<file path="src/rtl/rf_lane_dot_accum.sv">
// Pulls packed 5-lane words from the transposition register file, weights each lane,
// and accumulates the lane sums over a programmed word count; result leaves on valid/ready.
module rf_lane_dot_accum #(
    parameter int LANES = 5,
    parameter int BW    = 4,
    parameter int CNT_W = 8,
    parameter int ACC_W = 20
) (
    input  logic                  clk,
    input  logic                  rst,
    input  logic                  w_load,
    input  logic [LANES*BW-1:0]   w_data,
    input  logic                  start,
    input  logic [CNT_W-1:0]      n_words,
    input  logic                  rf_empty,
    output logic                  rf_rd_en,
    input  logic [LANES*BW-1:0]   rf_rdata,
    output logic                  busy,
    output logic                  out_valid,
    input  logic                  out_ready,
    output logic [ACC_W-1:0]      acc_out
);

    localparam int DW    = LANES * BW;
    localparam int SUM_W = 2 * BW + $clog2(LANES);

    typedef enum logic [1:0] {S_IDLE, S_FETCH, S_DONE} state_t;

    state_t             state, state_nxt;
    logic [DW-1:0]      weights;
    logic [CNT_W-1:0]   n_reg;
    logic [CNT_W-1:0]   issued;
    logic [CNT_W-1:0]   received;
    logic               pending;
    logic [ACC_W-1:0]   acc;
    logic [SUM_W-1:0]   lane_sum;
    logic               last_word;

    // NOTE: blocking '=' is correct inside always_comb; the running sum is a chain of adders.
    always_comb begin
        lane_sum = '0;
        for (int i = 0; i < LANES; i++) begin
            lane_sum = lane_sum + SUM_W'((2*BW)'(rf_rdata[DW-1-BW*i -: BW]) *
                                         (2*BW)'(weights[DW-1-BW*i -: BW]));
        end
    end

    assign last_word = pending && (received == n_reg - CNT_W'(1));

    // NOTE: every output of this block gets a default first so no path leaves one unassigned (no latch).
    always_comb begin
        state_nxt = state;
        busy      = (state != S_IDLE);
        out_valid = (state == S_DONE);
        rf_rd_en  = 1'b0;
        case (state)
            S_IDLE: begin
                if (start) state_nxt = (n_words == '0) ? S_DONE : S_FETCH;
            end
            S_FETCH: begin
                rf_rd_en = !rst && !rf_empty && (issued < n_reg);
                if (last_word) state_nxt = S_DONE;
            end
            S_DONE: begin
                if (out_ready) state_nxt = S_IDLE;
            end
            default: state_nxt = S_IDLE;
        endcase
    end

    assign acc_out = acc;

    // NOTE: sequential state uses non-blocking '<=' so every register samples pre-edge values.
    always_ff @(posedge clk) begin
        if (rst) begin
            state    <= S_IDLE;
            weights  <= '0;
            n_reg    <= '0;
            issued   <= '0;
            received <= '0;
            pending  <= 1'b0;
            acc      <= '0;
        end else begin
            state   <= state_nxt;
            pending <= rf_rd_en;
            if (rf_rd_en) issued <= issued + CNT_W'(1);
            case (state)
                S_IDLE: begin
                    // Weights land on the same edge as start, so a combined load+start uses them.
                    if (w_load) weights <= w_data;
                    if (start) begin
                        n_reg    <= n_words;
                        issued   <= '0;
                        received <= '0;
                        if (n_words == '0) acc <= '0;
                    end
                end
                S_FETCH: begin
                    // The first accumulate replaces the old result, so acc_out holds it until then.
                    if (pending) begin
                        acc      <= ((received == '0) ? '0 : acc) + ACC_W'(lane_sum);
                        received <= received + CNT_W'(1);
                    end
                end
                default: ;
            endcase
        end
    end

endmodule

</file>
<file path="config.mk">
export PLATFORM = sky130hd
export DESIGN_NAME = rf_lane_dot_accum
export DESIGN_NICKNAME = d
export VERILOG_FILES = /design/src/rtl/rf_lane_dot_accum.sv
export SDC_FILE = /design/constraint.sdc
export NUM_CORES = 1
export LEC_CHECK = 0
export BUFFER_PORTS_ARGS = -buffer_cell sky130_fd_sc_hd__buf_2
export CAP_MARGIN = 30
export CORE_MARGIN = 5
export CORE_UTILIZATION = 61
export CTS_BUF_LIST = sky130_fd_sc_hd__clkbuf_8
export CTS_CLUSTER_DIAMETER = 40
export DETAILED_ROUTE_END_ITERATION = 8
export GPL_TIMING_DRIVEN = 0
export MAX_ROUTING_LAYER = met4
export PLACE_DENSITY = 0.83
export SYNTH_ARGS = -nofsm -noshare
export SYNTH_HDL_FRONTEND = slang
export SYNTH_SLANG_ARGS = --single-unit
export TNS_END_PERCENT = 10
</file>
<file path="constraint.sdc">
create_clock -name clk -period 8.77 [get_ports clk]
set_input_delay 1.754 -clock clk [delete_from_list [all_inputs] [get_ports clk]]
set_output_delay 1.754 -clock clk [all_outputs]
set_load 0.01 [all_outputs]
</file>
### Yosys cells after proc, flatten, opt, wreduce, memory -nomap -nowiden

Cells that the tools add are included.
W data, S select, Z words.

| word-level totals | value |
|---|---|
| output and inout port bits | 23 |
| flip-flop bits (word level) | 67 |
| logic and storage cells | 61 |
| input port bits | 54 |

| cells by class | value |
|---|---|
| add/sub/neg operators | 8 |
| multiplexer cells | 17 |
| equal/unequal tests | 8 |
| $lt $le $gt $ge | 1 |
| reductions and logical operators | 15 |
| $mul | 5 |

Operators with widths:

| kind | count |
|---|---|
| $mux W20 | 4 |
| $mul A4 B4 Y8 | 5 |
| $mux W8 | 5 |
| $pmux W20 S2 | 1 |
| $add A20 B11 Y20 | 1 |
| $add A8 B1 Y8 const B | 2 |
| $logic_not A8 Y1 | 2 |
| $pmux W8 S2 | 1 |
| $add A10 B8 Y11 | 1 |
| $add A11 B8 Y11 | 1 |
| $add A9 B8 Y10 | 1 |
| $add A8 B8 Y9 | 1 |
| $eq A8 B8 Y1 | 1 |
| $lt A8 B8 Y1 | 1 |
| $mux W2 | 4 |
| $ne A2 B2 Y1 const B | 4 |
| $sub A8 B1 Y8 const B | 1 |
| $pmux W2 S3 | 1 |
| $reduce_and A3 Y1 | 2 |
| $reduce_and A2 Y1 | 2 |
| $reduce_and A4 Y1 | 1 |
| $reduce_bool A2 Y1 | 2 |
| $logic_and A1 B1 Y1 | 3 |
| $eq A2 B1 Y1 const B | 1 |
| other kinds (5) | 6 |

### Longest topological paths before layout

Gate-level depths: netlist (run 1).

| depth | value |
|---|---|
| word-level depth | 8 |
| mapped depth | 25 |
| mapped depth without buffers | 23 |

### Least setup slack after synthesis (run 1)

No wires, ideal clock.

| timing | value |
|---|---|
| kind | input-to-reg |
| start | input rf_rdata[15] |
| end | register acc[11], in the netlist acc_out[11] |
| cell stages on the path | 19 |
| buffers on the path | 0 |
| arrival | 7.187 ns |
| required time | 8.653 ns |
| setup time | 0.117 ns |
| path slack | 1.466 ns |
| cell sequence | and2_1 fa_1 inv_1 fa_1 inv_1 fa_1 fa_1 fa_1 fa_1 inv_1 fa_1 inv_1 ha_1 a211oi_1 o21a_1 a21oi_1 o21a_1 or3_1 a32o_1 |

| between the ends | value |
|---|---|
| cells in the longest elaborated chain, start to end | 8 |

RTL lines:

| element | RTL line | text |
|---|---|---|
| start, declared | 17 | `input logic [LANES*BW-1:0] rf_rdata,` |
| $mul A4 B4 Y8 | 43 | `lane_sum = lane_sum + SUM_W'((2*BW)'(rf_rdata[DW-1-BW*i -: BW]) *` |
| $add A8 B8 Y9 | 43 |  |
| $add A9 B8 Y10 | 43 |  |
| $add A10 B8 Y11 | 43 |  |
| $add A11 B8 Y11 | 43 |  |
| $add A20 B11 Y20 | 101 | `acc <= ((received == '0) ? '0 : acc) + ACC_W'(lane_sum);` |
| $mux W20 | 100 | `if (pending) begin` |
| $pmux W20 S2 | 87 | `case (state)` |
| end signal, assigned | 101 |  |
| end, declared | 35 | `logic [ACC_W-1:0] acc;` |

Every way passes these cells. The select of a mux whose other input is x is not followed.
A chain may end at the register's enable or synchronous reset.

### Worst setup path in the final report (run 1)

| timing | value |
|---|---|
| start | input rf_rdata[13] |
| end | register acc[17], in the netlist acc_out[17] |

Same word-level chain as after synthesis.

==> impl_metrics.py, run 1 <==
metrics = {
    "logic_synthesis": {
        "yosysSeqAreaShare_pct": 20.75,
        "synth_warnings": 0,
        "ys.flop_type": "dfxtp_1",
        "ys_top_cells_by_area": "fa_1 22%, dfxtp_1 21%, ha_1 12%, and2_1 7.5%, inv_1 6.3%",
        "synth_area_sq_um": 6464,
        "ys_top_cells_by_count": "108 x inv_1, 100 x nand2_1, 77 x and2_1, 71 x fa_1, 67 x dfxtp_1",
        "synth-edff-count": 0,
        "netlist_instances": 741,
        "synth_top_area_share_pct": 21.99,
        "synth.largest_area_cell": "fa_1",
        "synth-seq-cells": 67,
        "synth_nets": 930,
        "synth.avg_cell_area_sq_um": 8.723,
        "synthDistinctLibCells": 62,
        "synth-async-reset-ratio_pct": 0,
        "synth.most_common_cell": "inv_1",
    },
    "worst_setup_path": {
        "crit_chain": "buf_2, and2_1, fa_1, fa_1, fa_1, fa_1, fa_1, fa_1, inv_1, fa_1, inv_1, ha_1, o211ai_1, o21a_1, a211oi_2, o21bai_1, or4_1, nand3_1",
        "cp.required_ns": 9.06,
        "r2r_cells": 24,
        "r2r-start": "received[0]$_SDFFE_PP0P_",
        "cp-end-kind": "flop",
        "worstSetupPathType": "in -> reg",
        "critPathTopFamily": "adder cells",
        "critPathArrivalTime_ns": 7.77,
        "crit_top_cell": "fa_1",
        "cpPeakStageDelay_ns": 0.56,
        "regToRegSetupSlack_ns": 1.88,
        "worstPathMaxFanout": 5,
        "reg2reg_to": "acc_out[17]$_SDFFE_PP0P_",
        "slowest_stage": "fa_1",
        "cp.buffers_inverters": 3,
        "start_kind": "primary input",
    },
    "cells_and_area": {
        "layout-area-overhead-vs-synth_pct": 11.52,
        "fillers": 806,
        "design_area_sq_um": 7208,
        "diodes": 0,
        "drive_above_1_share_pct": 13.21,
        "multi_input_area_sq_um": 4632,
        "seq_area_sq_um": 1341,
        "fin_nets": 1017,
        "fin_cells": 969,
    },
    "flow_run": {
        "cap_violations": 0,
    },
    "drt": {
        "drtPass1Iterations": 5,
        "vias": 5334,
        "dr.first_iter.drc_count": 267,
        "drc_errors": 0,
        "antenna_left": 0,
        "wirelength_microns": 14880,
        "wire_per_inst_microns": 15.35,
        "viasPerCell": 5.505,
    },
    "timing": {
        "fin_crit_sh_pct": 85.33,
        "fin_skew_ns": 0.01141,
        "finalSetupTns_ns": 0,
        "hold_viol_final": 0,
        "rsz0062_at_grt": "false",
        "clock.fmax_mhz": 133.6,
        "worst_pin_slew_ns": 0.6251,
        "min_period_ns": 7.484,
        "timing.hold.ws_ns": 0.4814,
        "setup_viol": 0,
        "worst_slack_ns": 1.286,
        "final_max_slew_viol_count": 0,
        "maxSlewHeadroom_pct": 58.18,
    },
    "clock_tree": {
        "cts_max_path_buffers": 2,
        "cts-root-buf": "clkbuf_8",
        "postCtsHoldBufs": 0,
        "cts_tree": "done",
        "clk_pin_slew_ns": 0.07,
        "numCtsBuffers": 9,
        "clock_sinks": 67,
        "cts_resized": 0,
        "clk_latency_ns": 0.35,
        "h-tree-depth": 3,
        "cts_setup_buffers": 0,
    },
    "die": {
        "die_w_microns": 112.9,
        "core_area_sq_um": 10320,
        "start_util_pct": 62.61,
        "ioPinCount": 77,
        "die_y_microns": 112.9,
        "dieArea_sq_um": 12750,
        "placementRows": 37,
    },
    "global_route": {
        "grt_max_degree": 12,
        "antenna_found_initial": 0,
        "first_global_vias": 5562,
        "grt_pass1_wl_microns": 25520,
        "grt_remaining_overflow": 0,
        "grtUsageTotal_pct": 25.25,
    },
    "worst_hold_path": {
        "hold_end": "acc_out[11]$_SDFFE_PP0P_",
        "min_path_type": "reg -> reg",
        "min_from": "acc_out[11]$_SDFFE_PP0P_",
        "hold_path_depth": 1,
    },
    "place": {
        "placed_area_sq_um": 7014,
        "dp_hpwl_microns": 12530,
        "io_buffer_count": 76,
        "dp_cells": 953,
        "pre_cts_slack_ns": 0.9414,
        "place.gp.congestion": 0.9027,
    },
    "power": {
        "peakVddDrop_mv": 0.1063,
        "power_density_nw_per_um2": 132.2,
        "total_leakage_power_nw": 3.503,
    },
    "outcome": {
        "outcome": "finished, final reports clean",
    },
}
area by class of cell:
type / instances / share of cell area, %
multi-input cells: 545 / 64.26
flip-flops and latches: 67 / 18.61
clock inverters: 6 / 0.7811
inverters: 108 / 5.624
repair buffers: 76 / 5.277
clock buffers: 10 / 1.909
well taps: 136 / 2.361
plain buffers: 21 / 1.180
cell usage in the layout, fill, tap and decap left out, types with 3 or more instances in the layout:
master / count
inv_1: 109
nand2_1: 100
buf_2: 79
and2_1: 77
fa_1: 71
dfxtp_1: 67
ha_1: 64
a21oi_1: 45
nor2_1: 35
clkbuf_1: 16
xnor2_1: 16
nand3_1: 14
o21ai_0: 10
clkbuf_8: 10
xor2_1: 9
a22oi_1: 9
and3_1: 7
a21o_1: 6
o211ai_1: 5
o21a_1: 5
nand4_1: 4
nor3_1: 4
a211oi_1: 4
or4_1: 4
nand2b_1: 3
nor4_1: 3
a31oi_1: 3
clkinv_2: 3
logic make-up after synthesis:
logic type	after synthesis	share of synthesized area, %
AND/OR/NAND/NOR	265	20.50
adder cells (fa/ha/maj)	135	34.38
buffers and inverters	129	7.588
AO/OA/AOI/OAI	116	12.66
flip-flops	67	20.75
XOR/XNOR	26	3.639
multiplexers	3	0.4839
report_power, final:
| part | internal, mW | leakage, nW | switching, mW | total, mW |
|---|---|---|---|---|
| logic | 0.154 | 2.86 | 0.216 | 0.370 |
| clock network | 0.137 | 0.103 | 0.119 | 0.255 |
| registers | 0.314 | 0.544 | 0.0132 | 0.328 |
| total | 0.605 | 3.50 | 0.348 | 0.953 |
worst max path at each step:
stage	startpoint	endpoint	slack, ns	cells after the start
finish	rf_rdata[13]	acc_out[17]$_SDFFE_PP0P_	1.29	18
global route	rf_rdata[5]	acc_out[17]$_SDFFE_PP0P_	1.09	20
CTS	rf_rdata[13]	acc_out[17]$_SDFFE_PP0P_	1.30	18
detailed placement	rf_rdata[13]	acc_out[17]$_SDFFE_PP0P_	0.94	18
global placement	rf_rdata[15]	acc_out[11]$_SDFFE_PP0P_	1.06	20
floorplan	rf_rdata[15]	acc_out[11]$_SDFFE_PP0P_	1.47	19
metrics by stage:
stage | utilization, % | power (mW)
6_report | 69.82 | 0.9528
5_1_grt | 69.82 | 1.030
4_1_cts | 69.82 | 0.9608
3_5_place_dp | 67.94 | 0.7058
3_3_place_gp | 67.94 | 0.6911
2_1_floorplan | - | 0.6054
layer usage:
| layer | global-route usage [%] | wire, microns | vias up |
|---|---|---|---|
| met2 | 43.29 | 7656 | 155 |
| li1 | - | - | 2600 |
| met1 | 30.60 | 6069 | 2542 |
| met5 | - | 0 | - |
| met3 | 2.834 | 726 | 37 |
| met4 | 9.696 | 424 | 0 |
Note: power is estimated with default switching activity, not from simulation.
==> inputs of run 2 (changes only) <==
CORE_ASPECT_RATIO = 0.5   (was not set)
==> impl_metrics.py, run 2 (same netlist as run 1, synthesis figures left out) <==
metrics = {
    "worst_setup_path": {
        "worstSetupPathType": "in -> reg",
        "crit_top_cell": "fa_1",
        "start_kind": "primary input",
        "cp.required_ns": 9.02,
        "r2r_cells": 24,
        "cp-end-kind": "flop",
        "slowest_stage": "fa_1",
        "critPathArrivalTime_ns": 7.65,
        "worstPathMaxFanout": 4,
        "critPathTopFamily": "adder cells",
        "reg2reg_to": "acc_out[17]$_SDFFE_PP0P_",
        "r2r-start": "received[0]$_SDFFE_PP0P_",
        "cp.buffers_inverters": 5,
        "cpPeakStageDelay_ns": 0.55,
        "regToRegSetupSlack_ns": 2.11,
        "crit_chain": "buf_2, and2_1, fa_1, inv_1, fa_1, inv_1, fa_1, fa_1, fa_1, fa_1, inv_1, fa_1, inv_1, ha_1, a211oi_1, o21a_1, a21oi_1, o21a_1, or3_1, a32o_1",
    },
    "clock_tree": {
        "cts_tree": "done",
        "numCtsBuffers": 9,
        "cts-root-buf": "clkbuf_8",
        "clk_latency_ns": 0.36,
        "cts_resized": 0,
        "cts_max_path_buffers": 2,
        "clock_sinks": 67,
        "cts_setup_buffers": 0,
        "clk_pin_slew_ns": 0.07,
        "h-tree-depth": 3,
        "postCtsHoldBufs": 0,
    },
    "place": {
        "io_buffer_count": 76,
        "dp_hpwl_microns": 12250,
        "pre_cts_slack_ns": 1.023,
        "place.gp.congestion": 0.9123,
    },
    "timing": {
        "worst_slack_ns": 1.375,
        "fin_crit_sh_pct": 84.32,
        "fin_skew_ns": 0.01045,
        "min_period_ns": 7.395,
        "clock.fmax_mhz": 135.2,
        "worst_pin_slew_ns": 0.6538,
        "final_max_slew_viol_count": 0,
        "setup_viol": 0,
        "timing.hold.ws_ns": 0.4909,
        "hold_viol_final": 0,
        "finalSetupTns_ns": 0,
        "rsz0062_at_grt": "false",
        "maxSlewHeadroom_pct": 56.25,
    },
    "cells_and_area": {
        "fin_nets": 1017,
        "final_cell_mix": "108 x inv_1, 100 x nand2_1, 79 x buf_2",
        "layout_commonest_cell": "inv_1",
        "layout-area-overhead-vs-synth_pct": 11.69,
        "diodes": 0,
        "drive_above_1_share_pct": 13.33,
    },
    "drt": {
        "wirelength_microns": 14560,
        "viasPerCell": 5.410,
        "wire_per_inst_microns": 14.97,
        "drtPass1Iterations": 4,
        "vias": 5264,
        "dr.first_iter.drc_count": 280,
        "antenna_left": 0,
        "drc_errors": 0,
    },
    "outcome": {
        "outcome": "finished, final reports clean",
    },
    "die": {
        "die_w_microns": 155.6,
        "start_util_pct": 62.88,
        "die_y_microns": 82.79,
        "ioPinCount": 77,
        "dieArea_sq_um": 12880,
        "core_area_sq_um": 10280,
        "placementRows": 26,
    },
    "global_route": {
        "grt_pass1_wl_microns": 24550,
        "first_global_vias": 5323,
        "grt_remaining_overflow": 0,
        "grtUsageTotal_pct": 24.79,
        "grt_max_degree": 14,
        "antenna_found_initial": 0,
    },
    "flow_run": {
        "cap_violations": 0,
    },
    "worst_hold_path": {
        "min_path_type": "reg -> reg",
        "min_from": "acc_out[11]$_SDFFE_PP0P_",
        "hold_end": "acc_out[11]$_SDFFE_PP0P_",
        "hold_path_depth": 1,
    },
    "power": {
        "peakVddDrop_mv": 0.09173,
        "total_leakage_power_nw": 3.496,
        "power_density_nw_per_um2": 133.3,
        "power_mw": 0.9626,
    },
}
## run 2: cell types whose count changed in the layout (fill, tap and decap cells not counted)
cell	previous run	this run
clkbuf_8	10	9
clkinv_4	0	1
inv_1	109	108
inv_6	0	2
clkinv_2	3	1
clkinvlp_4	1	2
## run 2: worst max path at each step
| stage | from | endpoint | slack, ns | cells after the start |
|---|---|---|---|---|
| after floorplan | rf_rdata[15] | acc_out[11]$_SDFFE_PP0P_ | 1.47 | 19 |
| after global placement | rf_rdata[15] | acc_out[11]$_SDFFE_PP0P_ | 1.07 | 20 |
| after detailed placement | rf_rdata[15] | acc_out[17]$_SDFFE_PP0P_ | 1.02 | 20 |
| after CTS | rf_rdata[13] | acc_out[17]$_SDFFE_PP0P_ | 1.37 | 18 |
| after global routing | rf_rdata[15] | acc_out[17]$_SDFFE_PP0P_ | 1.11 | 20 |
| final | rf_rdata[15] | acc_out[11]$_SDFFE_PP0P_ | 1.38 | 20 |
## run 2: stage by stage
step                std cells  utilization, %  instance area (sq um)
CTS                       973           70.23                   7219
global route              973           70.23                   7219
floorplan                 741               -                   6464
global placement          957           68.28                   7019
detailed placement        957           68.28                   7019
finish                    973           70.23                   7219
## run 2: layout make-up
class                   instances  area (sq um)
multi-input cells             545          4632
fillers                       858          3060
flip-flops and latches         67          1341
inverters                     108         405.4
repair buffers                 76         380.4
well taps                     140         175.2
clock buffers                   9         123.9
plain buffers                  21         85.08
clock inverters                 7         76.32
## run 2: where the power goes
part	leakage, nW	internal [mW]	switching [mW]
clock	0.0962	0.133	0.131
sequential	0.544	0.314	0.0123
combinational	2.86	0.154	0.218
total	3.50	0.601	0.361
## run 2: worst register-to-register path, stage by stage (launching register included)
cell and delay [ns]:
dfxtp_1 0.38, inv_1 0.08, ha_1 0.16, nor4b_1 0.34
nand2_1 0.18, buf_2 0.23, clkbuf_1 0.21, and2_1 0.22
ha_1 0.27, inv_1 0.05, fa_1 0.46, fa_1 0.51
inv_1 0.04, fa_1 0.47, fa_1 0.56, inv_1 0.07
fa_1 0.53, inv_1 0.04, ha_1 0.37, o211ai_1 0.11
o21a_1 0.24, a211oi_2 0.33, o21bai_1 0.19, or4_1 0.49
nand3_1 0.09
## run 2: layer usage
layer	up-vias	GRT usage, %	wire length, microns
met3	23	5.955	837
li1	2587	-	-
met1	2531	29.29	6325
met5	-	-	0
met4	0	8.384	236
met2	123	42.63	7163
